===== src/rtl/simple_ctrl_error_fifo_param.sv =====
// Error-feedback FIFO controller for one network stage: counts accepted error samples
// into tap blocks, queues completed blocks and sequences the tap-update pass.
module simple_ctrl_error_fifo_param #(
   parameter int DATA_W     = 32,
   parameter int TAP_W      = 4,
   parameter int FIFO_DEPTH = 2,
   parameter int SUB_WRAP   = 6,
   parameter int NUM_PHASES = 4,
   parameter int WR_DLY     = 4,
   parameter int LATCH_DLY  = 6,
   parameter int STAGE_DLY  = 2
) (
   input  logic                            clk,
   input  logic                            reset,
   input  logic [TAP_W-1:0]                error_tap_length,
   input  logic                            input_stage,
   input  logic                            state_finish,
   input  logic                            read_finish,
   input  logic                            flush,
   input  logic [DATA_W-1:0]               error_in,
   input  logic                            error_in_vld,
   output logic                            error_in_rdy,
   output logic                            error_valid,
   output logic [DATA_W-1:0]               error_value,
   output logic [TAP_W-1:0]                error_count,
   output logic [$clog2(SUB_WRAP)-1:0]     error_sub_address,
   output logic [$clog2(NUM_PHASES)-1:0]   error_phase,
   output logic [$clog2(NUM_PHASES)-1:0]   error_phase_read,
   output logic [$clog2(FIFO_DEPTH+1)-1:0] fifo_level,
   output logic                            error_update_mode,
   output logic                            error_update_latch,
   output logic                            error_update_first,
   output logic                            error_tap_update_out,
   output logic                            error_finish_tap,
   output logic                            stage_error_mode,
   output logic                            stage_error_first
);
   localparam int SA_W = $clog2(SUB_WRAP);
   localparam int PH_W = $clog2(NUM_PHASES);
   localparam int LV_W = $clog2(FIFO_DEPTH+1);

   logic                 acc;
   logic                 finish;
   logic                 consume;
   logic                 wr_vld;
   logic                 update_last;
   logic                 tap_update;
   logic                 first_int;
   logic [WR_DLY-1:0]    wr_vld_sr;
   logic [LATCH_DLY-1:0] latch_sr;
   logic [STAGE_DLY-1:0] smode_sr;
   logic [STAGE_DLY-1:0] sfirst_sr;

   // Input is held off while a full FIFO or the delayed update pass owns the buffer.
   assign error_in_rdy = (fifo_level != LV_W'(FIFO_DEPTH)) & ~wr_vld_sr[WR_DLY-1]
                         & ~latch_sr[LATCH_DLY-1];
   assign acc          = error_in_vld & error_in_rdy;
   assign finish       = acc & (error_count == error_tap_length);
   assign consume      = update_last & tap_update;

   assign error_valid          = acc;
   assign error_value          = error_in;
   assign error_update_mode    = (fifo_level != '0);
   assign error_update_first   = first_int & error_update_latch;
   assign wr_vld               = error_update_latch & ~error_update_first;
   assign error_tap_update_out = tap_update & ~input_stage;
   assign error_finish_tap     = state_finish & error_update_latch & tap_update;
   assign stage_error_mode     = smode_sr[STAGE_DLY-1];
   assign stage_error_first    = sfirst_sr[STAGE_DLY-1];

   always_ff @(posedge clk) begin
      if (reset) begin
         error_count        <= '0;
         error_sub_address  <= '0;
         error_phase        <= '0;
         error_phase_read   <= '0;
         fifo_level         <= '0;
         update_last        <= 1'b0;
         tap_update         <= 1'b0;
         error_update_latch <= 1'b0;
         first_int          <= 1'b0;
         wr_vld_sr          <= '0;
         latch_sr           <= '0;
         smode_sr           <= '0;
         sfirst_sr          <= '0;
      end else begin
         if (acc) begin
            error_count <= finish ? '0 : error_count + 1'b1;
            if (error_sub_address == SA_W'(SUB_WRAP-1)) begin
               error_sub_address <= '0;
               error_phase <= (error_phase == PH_W'(NUM_PHASES-1)) ? '0 : error_phase + 1'b1;
            end else begin
               error_sub_address <= error_sub_address + 1'b1;
            end
         end

         // A block finishing in the same cycle one is consumed leaves the level unchanged.
         if (flush) begin
            fifo_level <= '0;
         end else if (consume && finish) begin
            fifo_level <= fifo_level;
         end else if (finish && fifo_level != LV_W'(FIFO_DEPTH)) begin
            fifo_level <= fifo_level + 1'b1;
         end else if (consume && fifo_level != '0) begin
            fifo_level <= fifo_level - 1'b1;
         end

         update_last <= error_update_mode & state_finish;

         if (input_stage) begin
            tap_update <= 1'b1;
         end else if (update_last) begin
            tap_update <= ~tap_update;
         end

         if (state_finish) begin
            error_update_latch <= error_update_mode;
         end

         first_int <= state_finish ? (error_update_mode & read_finish)
                                   : (error_update_latch & read_finish);

         if (first_int && (!tap_update || input_stage)) begin
            error_phase_read <= (error_phase_read == PH_W'(NUM_PHASES-1)) ? '0
                                : error_phase_read + 1'b1;
         end

         wr_vld_sr <= (wr_vld_sr << 1) | WR_DLY'(wr_vld);
         latch_sr  <= (latch_sr << 1) | LATCH_DLY'(error_update_latch);
         smode_sr  <= (smode_sr << 1) | STAGE_DLY'(error_update_latch);
         sfirst_sr <= (sfirst_sr << 1) | STAGE_DLY'(first_int & error_update_latch);
      end
   end
endmodule


===== config.mk =====
export PLATFORM = sky130hd
export DESIGN_NAME = simple_ctrl_error_fifo_param
export DESIGN_NICKNAME = d
export VERILOG_FILES = /design/src/rtl/simple_ctrl_error_fifo_param.sv
export SDC_FILE = /design/constraint.sdc
export NUM_CORES = 1
export LEC_CHECK = 0
export BUFFER_PORTS_ARGS = -buffer_cell sky130_fd_sc_hd__buf_2
export CAP_MARGIN = 20
export CORE_ASPECT_RATIO = 0.5
export CORE_MARGIN = 5
export CORE_UTILIZATION = 30
export CTS_CLUSTER_SIZE = 12
export DETAILED_ROUTE_END_ITERATION = 10
export GPL_TIMING_DRIVEN = 0
export PLACE_DENSITY = 0.67
export SLEW_MARGIN = 10
export SYNTH_ARGS = -nofsm -noshare
export SYNTH_HDL_FRONTEND = slang
export SYNTH_SLANG_ARGS = --single-unit

===== constraint.sdc =====
create_clock -name clk -period 4.2 [get_ports clk]
set_input_delay 0.42 -clock clk [delete_from_list [all_inputs] [get_ports clk]]
set_output_delay 0.42 -clock clk [all_outputs]
set_load 0.02 [all_outputs]

==> flow_summary.ini, run 1 <==
[yosys]
synthDistinctLibCells = 33
yosys_warnings = 0
synth_edf_count = 0
synth_cells = 147
syn_area_sq_um = 1405
synth_top_area_cell = dfxtp_1
synthDominantCellAreaShare_pct = 41.32
ys_ff_latch = 29
synth_seq_area_share_pct = 41.32
async_flop_share_pct = 0
synth_area_per_cell_sq_um = 9.558
synth_area_leaders = dfxtp_1 (41%), buf_4 (17%), nor2b_1 (4.5%)
ys.flop_type = dfxtp_1
syn_nets = 193

[clock_tree]
htree_levels = 2
cts.sinks = 29
cts.root.buffer_cell = clkbuf_8
ctsResizeCount = 0
cts_buffers = 5
cts.clk_slew.worst_paths_ns = 0.06
cts_hold_buf = 0
cts.path.max_buffers = 2
cts_setup_buffers = 0
clock_latency_ns = 0.27
cts_tree = yes

[critical_path]
cp-endpoint = error_valid
required_ns = 3.78
crit_arrival_ns = 1.36
path_class = flip-flop to output pin
crit_fanout = 6
ff2ff_path_depth = 5
rrSetupSlack_ns = 2.65
end_kind = output pin
crit_start = fifo_level[0]$_SDFFE_PP0P_
reg2reg_from = error_count[0]$_SDFFE_PP0P_
crit_path_start_kind = flip-flop
r2r_end = fifo_level[1]$_SDFFE_PP0P_

[grt]
grt_max_degree = 11
grt_pass1_vias = 1050
overflow = 0
antenna_found_initial = 0
grt_pass1_wl_mm = 4.692
grt_usage_pct = 9.502

[sta]
worst_pin_slew_ns = 0.4591
finalSetupTns_ns = 0
finalCritPeriodShare_pct = 42.36
min_period_ns = 1.779
relSlewSlack_pct = 69.39
skew_ns = 0.002765
rsz0062_at_grt = no
drv_slew = 0
fmax_mhz = 562.0
hold_violations = 0
hold_ws_ns = 0.3477
setup_viol_count_final = 0
setup_ws_ns = 2.421

[routing]
ant_nets = 0
viasPerCell = 4.315
drc = 0
avgRoutedWirePerCell_microns = 11.53
drtPass1Iterations = 4
vias = 1191
drt_iter0_drc = 43
routed_wl_mm = 3.181

[flow_run]
drv_cap = 0

[floorplan]
fp.coreArea_sq_um = 4467
io_pins = 97
die_w_microns = 106.8
die_height_microns = 58.39
start_util_pct = 31.46
fp.dieArea_sq_um = 6235
row_count = 17

[cells_and_area]
final_cell_mix = buf_2 (64), buf_4 (32), dfxtp_1 (29)
fin_nets = 264
final_common_cell = buf_2
fillers = 426
multi_input_area_sq_um = 561.8
diodes = 0
regArea_sq_um = 580.6
area_delta_synth_final_pct = 35.08
final_util_pct = 42.49
drive_gt1_share_pct = 52.51

[pwr]
p_leak_nw = 0.9534
power_mw = 0.6348
peakVddDrop_uv = 124.8
powerDensity_nw_per_um2 = 334.4

[placement]
dp.final_hpwl_mm = 2.662
place_ws_ns = 2.546
io_buffers = 64
finalWeightedCongestion = 0.7271

[status]
status = complete, no violations

[min_path]
hp-class = input port to flip-flop
==> layer usage <==
metal | wire length, microns | share of wire, % | global-route usage, % | vias up
li1 | - | - | - | 593
met1 | 1186 | 37 | 8.719 | 526
met2 | 1507 | 47 | 17.89 | 65
met3 | 438 | 14 | 4.929 | 7
met4 | 49 | 1.5 | 4.372 | 0
met5 | 0 | 0 | 0 | -
==> area by class of cell <==
class,count,area share (%)
multi-input combinational,80,29.60
clock buffer,7,5.076
inverter,4,0.7910
sequential,29,30.59
timing repair buffer,64,16.88
tap,57,3.757
buffer,34,13.05
clock inverter,1,0.2637
==> kinds of logic (layout without fill, tap and decap cells) <==
group	Yosys count	in the layout	share of synthesized area [%]
AND/OR/NAND/NOR	54	54	23.69
multiplexers	5	5	3.651
XOR/XNOR	9	9	5.610
adder cells (fa/ha/maj)	3	3	2.672
flip-flops	29	29	41.32
AO/OA/AOI/OAI	9	9	4.363
buffers and inverters	38	110	18.70
==> worst min path at each step <==
stage,from,end,depth (start not counted)
global route,read_finish,first_int$_SDFF_PP0_,2
finish,read_finish,first_int$_SDFF_PP0_,2
detailed placement,wr_vld_sr[0]$_SDFF_PP0_,wr_vld_sr[1]$_SDFF_PP0_,1
floorplan,latch_sr[0]$_SDFF_PP0_,latch_sr[1]$_SDFF_PP0_,1
CTS,read_finish,first_int$_SDFF_PP0_,2
global placement,wr_vld_sr[2]$_SDFF_PP0_,wr_vld_sr[3]$_SDFF_PP0_,1
==> state kept, by name (all words and copies together), names as in the netlist, 2 cells and up <==
name,flops
wr_vld_sr,4
error_phase,2
fifo_level,2
latch_sr,6
error_phase_read,2
error_count,4
sfirst_sr,2
error_sub_address,3
==> worst max-delay path, stage by stage, from the launching register on <==
cell and delay (ns):
dfxtp_1 0.42, nand2b_4 0.18, nand3_2 0.14, inv_2 0.16
buf_2 0.18
==> power breakdown <==
group	internal (mW)	total [mW]	switching, mW
Combinational	0.0476	0.103	0.0555
Sequential	0.280	0.288	0.00706
Clock	0.148	0.244	0.0964
==> Yosys cell counts, drive strengths merged (2+ instances only) <==
master and count:
a21oi 4, and2 5, buf 32, clkbuf 2, dfxtp 29, ha 3, inv 4, mux2i 4
nand2 4, nand2b 3, nand3 3, nand4 4, nor2 14, nor2b 10, nor3 6, nor3b 2
o211ai 2, xnor2 7, xor2 2
==> per-stage QoR <==
step / area (sq um) / cells
4_1_cts: 1898 / 276
5_1_grt: 1898 / 276
2_1_floorplan: 1405 / 147
3_3_place_gp: 1797 / 268
3_5_place_dp: 1797 / 268
6_report: 1898 / 276
Note: power is estimated with default switching activity, not from simulation.
==> run 2, diff against run 1 <==
--- a/config.mk
+++ b/config.mk
@@ -5,6 +5,7 @@
 export SDC_FILE = /design/constraint.sdc
 export NUM_CORES = 1
 export LEC_CHECK = 0
+export ABC_AREA = 1
 export BUFFER_PORTS_ARGS = -buffer_cell sky130_fd_sc_hd__buf_2
 export CAP_MARGIN = 20
 export CORE_ASPECT_RATIO = 0.5
@@ -13,7 +14,7 @@
 export CTS_CLUSTER_SIZE = 12
 export DETAILED_ROUTE_END_ITERATION = 10
 export GPL_TIMING_DRIVEN = 0
-export PLACE_DENSITY = 0.67
+export PLACE_DENSITY = 0.69
 export SLEW_MARGIN = 10
 export SYNTH_ARGS = -nofsm -noshare
 export SYNTH_HDL_FRONTEND = slang
==> constraint.sdc (replaced) <==
create_clock -name clk -period 1.4 [get_ports clk]
set_input_delay 0.14 -clock clk [delete_from_list [all_inputs] [get_ports clk]]
set_output_delay 0.14 -clock clk [all_outputs]
set_load 0.02 [all_outputs]
==> flow_summary.ini, run 2 <==
[yosys]
synth_cells = 197
syn_nets = 243
ys_top_cells_by_count = nor2_1 (36), buf_4 (32), inv_1 (32), dfxtp_1 (29), nand2_1 (25)
async_flop_share_pct = 0
synth_area_leaders = dfxtp_1 (39%), buf_4 (16%), nor2_1 (9.2%)
synth_top_area_cell = dfxtp_1
yosysMostFrequentCell = nor2_1
synth_seq_area_share_pct = 39.49
synth_area_per_cell_sq_um = 7.463
synthDominantCellAreaShare_pct = 39.49
yosys_warnings = 0
synth_edf_count = 0
syn_area_sq_um = 1470
synthDistinctLibCells = 27
ys.flop_type = dfxtp_1
ys_ff_latch = 29

[cells_and_area]
final_cell_mix = buf_2 (62), nor2_1 (34), buf_4 (33)
diodes = 0
largestRegisters = latch_sr (6), error_count (4), wr_vld_sr (4)
fin_nets = 313
drive_gt1_share_pct = 45.52
regMostFlops = latch_sr
largest_reg_flops = 6
final_common_cell = buf_2
area_delta_synth_final_pct = 35.49
fillers = 485

[critical_path]
ff2ff_path_depth = 9
path_class = flip-flop to output pin
reg2reg_from = fifo_level[0]$_SDFFE_PP0P_
crit_fanout = 8
crit_path_start_kind = flip-flop
r2r_end = error_phase[1]$_SDFFE_PP0P_
rrSetupSlack_ns = 0.15
crit_start = fifo_level[0]$_SDFFE_PP0P_
end_kind = output pin
required_ns = 1.26
cp-endpoint = error_valid
crit_arrival_ns = 1.17

[clock_tree]
cts.clk_slew.worst_paths_ns = 0.06
cts_tree = yes
cts.path.max_buffers = 2
cts.root.buffer_cell = clkbuf_8
ctsResizeCount = 0
htree_levels = 2
clock_latency_ns = 0.28
cts_hold_buf = 0
cts_buffers = 5
cts_setup_buffers = 0
cts.sinks = 29

[routing]
drt_iter0_drc = 42
routed_wl_mm = 3.441
drtPass1Iterations = 4
vias = 1338
avgRoutedWirePerCell_microns = 10.18
viasPerCell = 3.959
drc = 0
ant_nets = 0

[sta]
fmax_mhz = 764.5
min_period_ns = 1.308
hold_ws_ns = 0.09163
finalSetupTns_ns = 0
worst_pin_slew_ns = 0.4327
rsz0062_at_grt = no
finalCritPeriodShare_pct = 93.43
relSlewSlack_pct = 71.15
hold_violations = 0
setup_viol_count_final = 0
skew_ns = 0.003690
drv_slew = 0

[floorplan]
row_count = 18
fp.dieArea_sq_um = 6486
start_util_pct = 30.36
die_height_microns = 59.50
io_pins = 97
fp.coreArea_sq_um = 4842
die_w_microns = 109

[grt]
grt_usage_pct = 10.24
grt_pass1_vias = 1280
grt_max_degree = 11
overflow = 0
antenna_found_initial = 0
grt_pass1_wl_mm = 5.271

[pwr]
peakVddDrop_uv = 347.7
power_mw = 1.920
powerDensity_nw_per_um2 = 963.7
p_leak_nw = 1.056

[placement]
io_buffers = 63
dp.final_hpwl_mm = 2.896
finalWeightedCongestion = 0.7303

[min_path]
hp-class = input port to flip-flop

[status]
status = complete, no violations

[flow_run]
drv_cap = 0
## run 2: cell count changes in the layout (fill, tap and decap cells not counted), moves of 3 or more
cell / change
nor2b_1: -10
dfxtp_2: +4
nor2_1: +22
inv_1: +29
nand2_1: +21
xnor2_1: -7
and2_1: -4
mux2i_1: -4
o21ai_1: +3
dfxtp_1: -4
## run 2: layer usage
| layer | vias to the layer above | global-route usage [%] | share of wire (%) |
|---|---|---|---|
| met3 | 4 | 3.156 | 11 |
| met4 | 0 | 3.777 | 1.2 |
| li1 | 697 | - | - |
| met1 | 572 | 10.38 | 37 |
| met5 | - | 0 | 0 |
| met2 | 65 | 19.98 | 51 |
## run 2: cell families after synthesis
logic type                 Yosys count  synth area share, %
and+or+nand+nor                     80                25.96
buffers and inverters               70                26.04
DFF                                 29                39.49
AOI/OAI and AO/OA                   14                5.362
adders and majority gates            3                2.553
xor gates and xnor gates             1               0.5959
## run 2: worst min-delay path by stage
stage                           start                       to  slack (ns)  cells past startpoint
after CTS                 input_stage  tap_update$_SDFFE_PP0P_        0.09                      3
after global placement    input_stage  tap_update$_SDFFE_PP0P_        0.37                      3
after floorplan           input_stage  tap_update$_SDFFE_PP0P_        0.26                      2
after detailed placement  input_stage  tap_update$_SDFFE_PP0P_        0.38                      3
after global routing      read_finish     first_int$_SDFF_PP0_        0.13                      2
final                     input_stage  tap_update$_SDFFE_PP0P_        0.09                      3
## run 2: cell type report
type	instances	area (sq um)	area share [%]
sequential	29	585.6	29.40
timing repair buffer	63	317.8	15.95
clock inverter	1	5.005	0.2513
multi-input combinational	98	516.7	25.94
tap	70	87.58	4.397
clock buffer	7	96.34	4.837
inverter	36	135.1	6.784
buffer	34	247.7	12.44
## run 2: through the flow
step | cells | setup slack (ns) | instance area [sq um] | utilization, %
after floorplan | 197 | 0.04041 | 1470 | -
after global placement | 330 | 0.1380 | 1873 | 38.68
after detailed placement | 330 | 0.07457 | 1873 | 38.68
after CTS | 338 | 0.01448 | 1974 | 40.78
after global routing | 338 | 0.003542 | 1992 | 41.14
final | 338 | 0.09202 | 1992 | 41.14
## run 2: report_power, final
| group | total (mW) | internal (mW) | switching, mW |
|---|---|---|---|
| Combinational | 0.321 | 0.139 | 0.182 |
| Sequential | 0.857 | 0.841 | 0.0158 |
| Clock | 0.742 | 0.443 | 0.299 |
| Total | 1.92 | 1.42 | 0.496 |
## run 2: worst max-delay path, cell delays in order (launching register included)
cell and delay (ns):
dfxtp_2 0.36, inv_2 0.06, nand2_2 0.07, nand2_4 0.07, nor2_8 0.17, buf_4 0.17
==> run 3, diff against run 2 <==
--- a/config.mk
+++ b/config.mk
@@ -15,6 +15,7 @@
 export DETAILED_ROUTE_END_ITERATION = 10
 export GPL_TIMING_DRIVEN = 0
 export PLACE_DENSITY = 0.69
+export RECOVER_POWER = 25
 export SLEW_MARGIN = 10
 export SYNTH_ARGS = -nofsm -noshare
 export SYNTH_HDL_FRONTEND = slang
==> flow_summary.ini, run 3 (synthesis gave the netlist of run 2 again) <==
[status]
status = complete, no violations

[routing]
wl_met2_mm = 1.735
drt_iter0_drc = 41
top_layer = met4
drtPass1Iterations = 4
dr_wl_met3_microns = 393
ant_nets = 0
routed_wl_mm = 3.454
viasPerCell = 3.953
vias = 1336
avgRoutedWirePerCell_microns = 10.22
met1_length_mm = 1.283
drc = 0

[sta]
setup_viol_count_final = 0
relSlewSlack_pct = 71.15
finalCritPeriodShare_pct = 93.42
setup_ws_ns = 0.09206
rsz0062_at_grt = no
skew_ns = 0.003690
drv_slew = 0
fmax_mhz = 764.6
finalSetupTns_ns = 0
worst_pin_slew_ns = 0.4327
hold_violations = 0
min_period_ns = 1.308

[cells_and_area]
area_delta_synth_final_pct = 34.04
final_cell_mix = buf_2 (45), nor2_1 (34), buf_4 (33)
final_common_cell = buf_2
fillers = 496
largestRegisters = latch_sr (6), error_count (4), wr_vld_sr (4)
largest_reg_flops = 6
fin_nets = 313
diodes = 0
regMostFlops = latch_sr
fin_area_sq_um = 1971
drive_gt1_share_pct = 39.18

[pwr]
p_seq_share_pct = 44.8
powerDensity_nw_per_um2 = 970.9
switching_share_pct = 25.99
combPwrFrac_pct = 16.4
p_leak_nw = 1.009
p_int_mw = 1.416
peakVddDrop_uv = 347.6
p_clk_share_pct = 38.8
p_sw_mw = 0.4972

[flow_run]
drv_cap = 0

[clock_tree]
cts.clk_slew.worst_paths_ns = 0.06
cts_tree = yes
cts_setup_buffers = 0
cts.path.max_buffers = 2
clock_latency_ns = 0.28
cts.sinks = 29
cts_buffers = 5
cts.root.buffer_cell = clkbuf_8
htree_levels = 2

[floorplan]
start_util_pct = 30.36
die_height_microns = 59.50
fp.coreArea_sq_um = 4842
fp.dieArea_sq_um = 6486
io_pins = 97
row_count = 18
die_w_microns = 109

[critical_path]
crit_arrival_ns = 1.17
critPathSlowestCell = dfxtp_2
rrSetupSlack_ns = 0.15
crit_fanout = 8
cp.depth = 5
crit_start = fifo_level[0]$_SDFFE_PP0P_
critical_path.max_stage_delay_ns = 0.36
cpLargestDelayFamily = flip-flops
required_ns = 1.26
reg2reg_from = fifo_level[0]$_SDFFE_PP0P_
path_class = flip-flop to output pin
path_cells = inv_2 -> nand2_2 -> nand2_4 -> nor2_8 -> buf_4
end_kind = output pin
cp-endpoint = error_valid
critPathBufInv = 2
r2r_end = error_phase[1]$_SDFFE_PP0P_
crit_path_start_kind = flip-flop
ff2ff_path_depth = 9

[placement]
place_area_sq_um = 1873
io_buffers = 63
place_ws_ns = 0.07457
dp.final_hpwl_mm = 2.896
finalWeightedCongestion = 0.7303

[grt]
grt_usage_pct = 10.24
grt_pass1_vias = 1280
overflow = 0
grt_max_degree = 11
grt_pass1_wl_mm = 5.271
antenna_found_initial = 0

[min_path]
hp-class = input port to flip-flop
-- run 3: worst min-delay path by stage --
stage	start	to	slack, ns	depth (start not counted)
final	input_stage	tap_update$_SDFFE_PP0P_	0.09	3
after global routing	read_finish	first_int$_SDFF_PP0_	0.13	2
after CTS	input_stage	tap_update$_SDFFE_PP0P_	0.09	3
after detailed placement	input_stage	tap_update$_SDFFE_PP0P_	0.38	3
after global placement	input_stage	tap_update$_SDFFE_PP0P_	0.37	3
after floorplan	input_stage	tap_update$_SDFFE_PP0P_	0.26	2
-- run 3: timing repair --
| item | in CTS | in global routing |
|---|---|---|
| resized for setup | 0 | 8 |
| hold endpoints to repair | 0 | 0 |
| hold buffers | 0 | 0 |
| endpoints found under the setup margin | 0 | 8 |
-- run 3: layout make-up --
class	instances	area [sq um]	share of cell area [%]
Sequential cell	29	585.6	29.71
Multi-Input combinational cell	98	516.7	26.22
Timing Repair Buffer	63	296.5	15.05
Buffer	34	247.7	12.57
Inverter	36	135.1	6.857
Clock buffer	7	96.34	4.889
Tap cell	70	87.58	4.444
Clock inverter	1	5.005	0.2540
-- run 3: worst reg2reg max path: cells and delay by family, from the launching register on --
kind / cells / cell delay, ns
AOI/OAI and AO/OA: 1 / 0.13
buffers and inverters: 1 / 0.06
DFF: 1 / 0.36
and+or+nand+nor: 7 / 0.61
-- run 3: layer usage --
metal  GRT usage, %  vias up
met5              0        -
met3          3.156        4
met1          10.38      570
li1               -      697
met2          19.98       65
met4          3.777        0
-- run 3: per-stage QoR --
stage	instances	utilization, %	hold slack, ns	power (mW)
floorplan	197	-	0.2607	1.098
global placement	330	38.68	0.3721	1.185
detailed placement	330	38.68	0.3798	1.191
CTS	338	40.78	0.08825	1.933
global route	338	40.70	0.1304	2.005
finish	338	40.70	0.09167	1.913
-- run 3: power groups by stage --
stage / sequential [mW] / combinational (mW) / clock (mW)
after CTS: 0.856 / 0.318 / 0.759
final: 0.857 / 0.315 / 0.742
after detailed placement: 0.874 / 0.317 / 0
after global routing: 0.859 / 0.346 / 0.800
after global placement: 0.872 / 0.313 / 0
after floorplan: 0.886 / 0.213 / 0
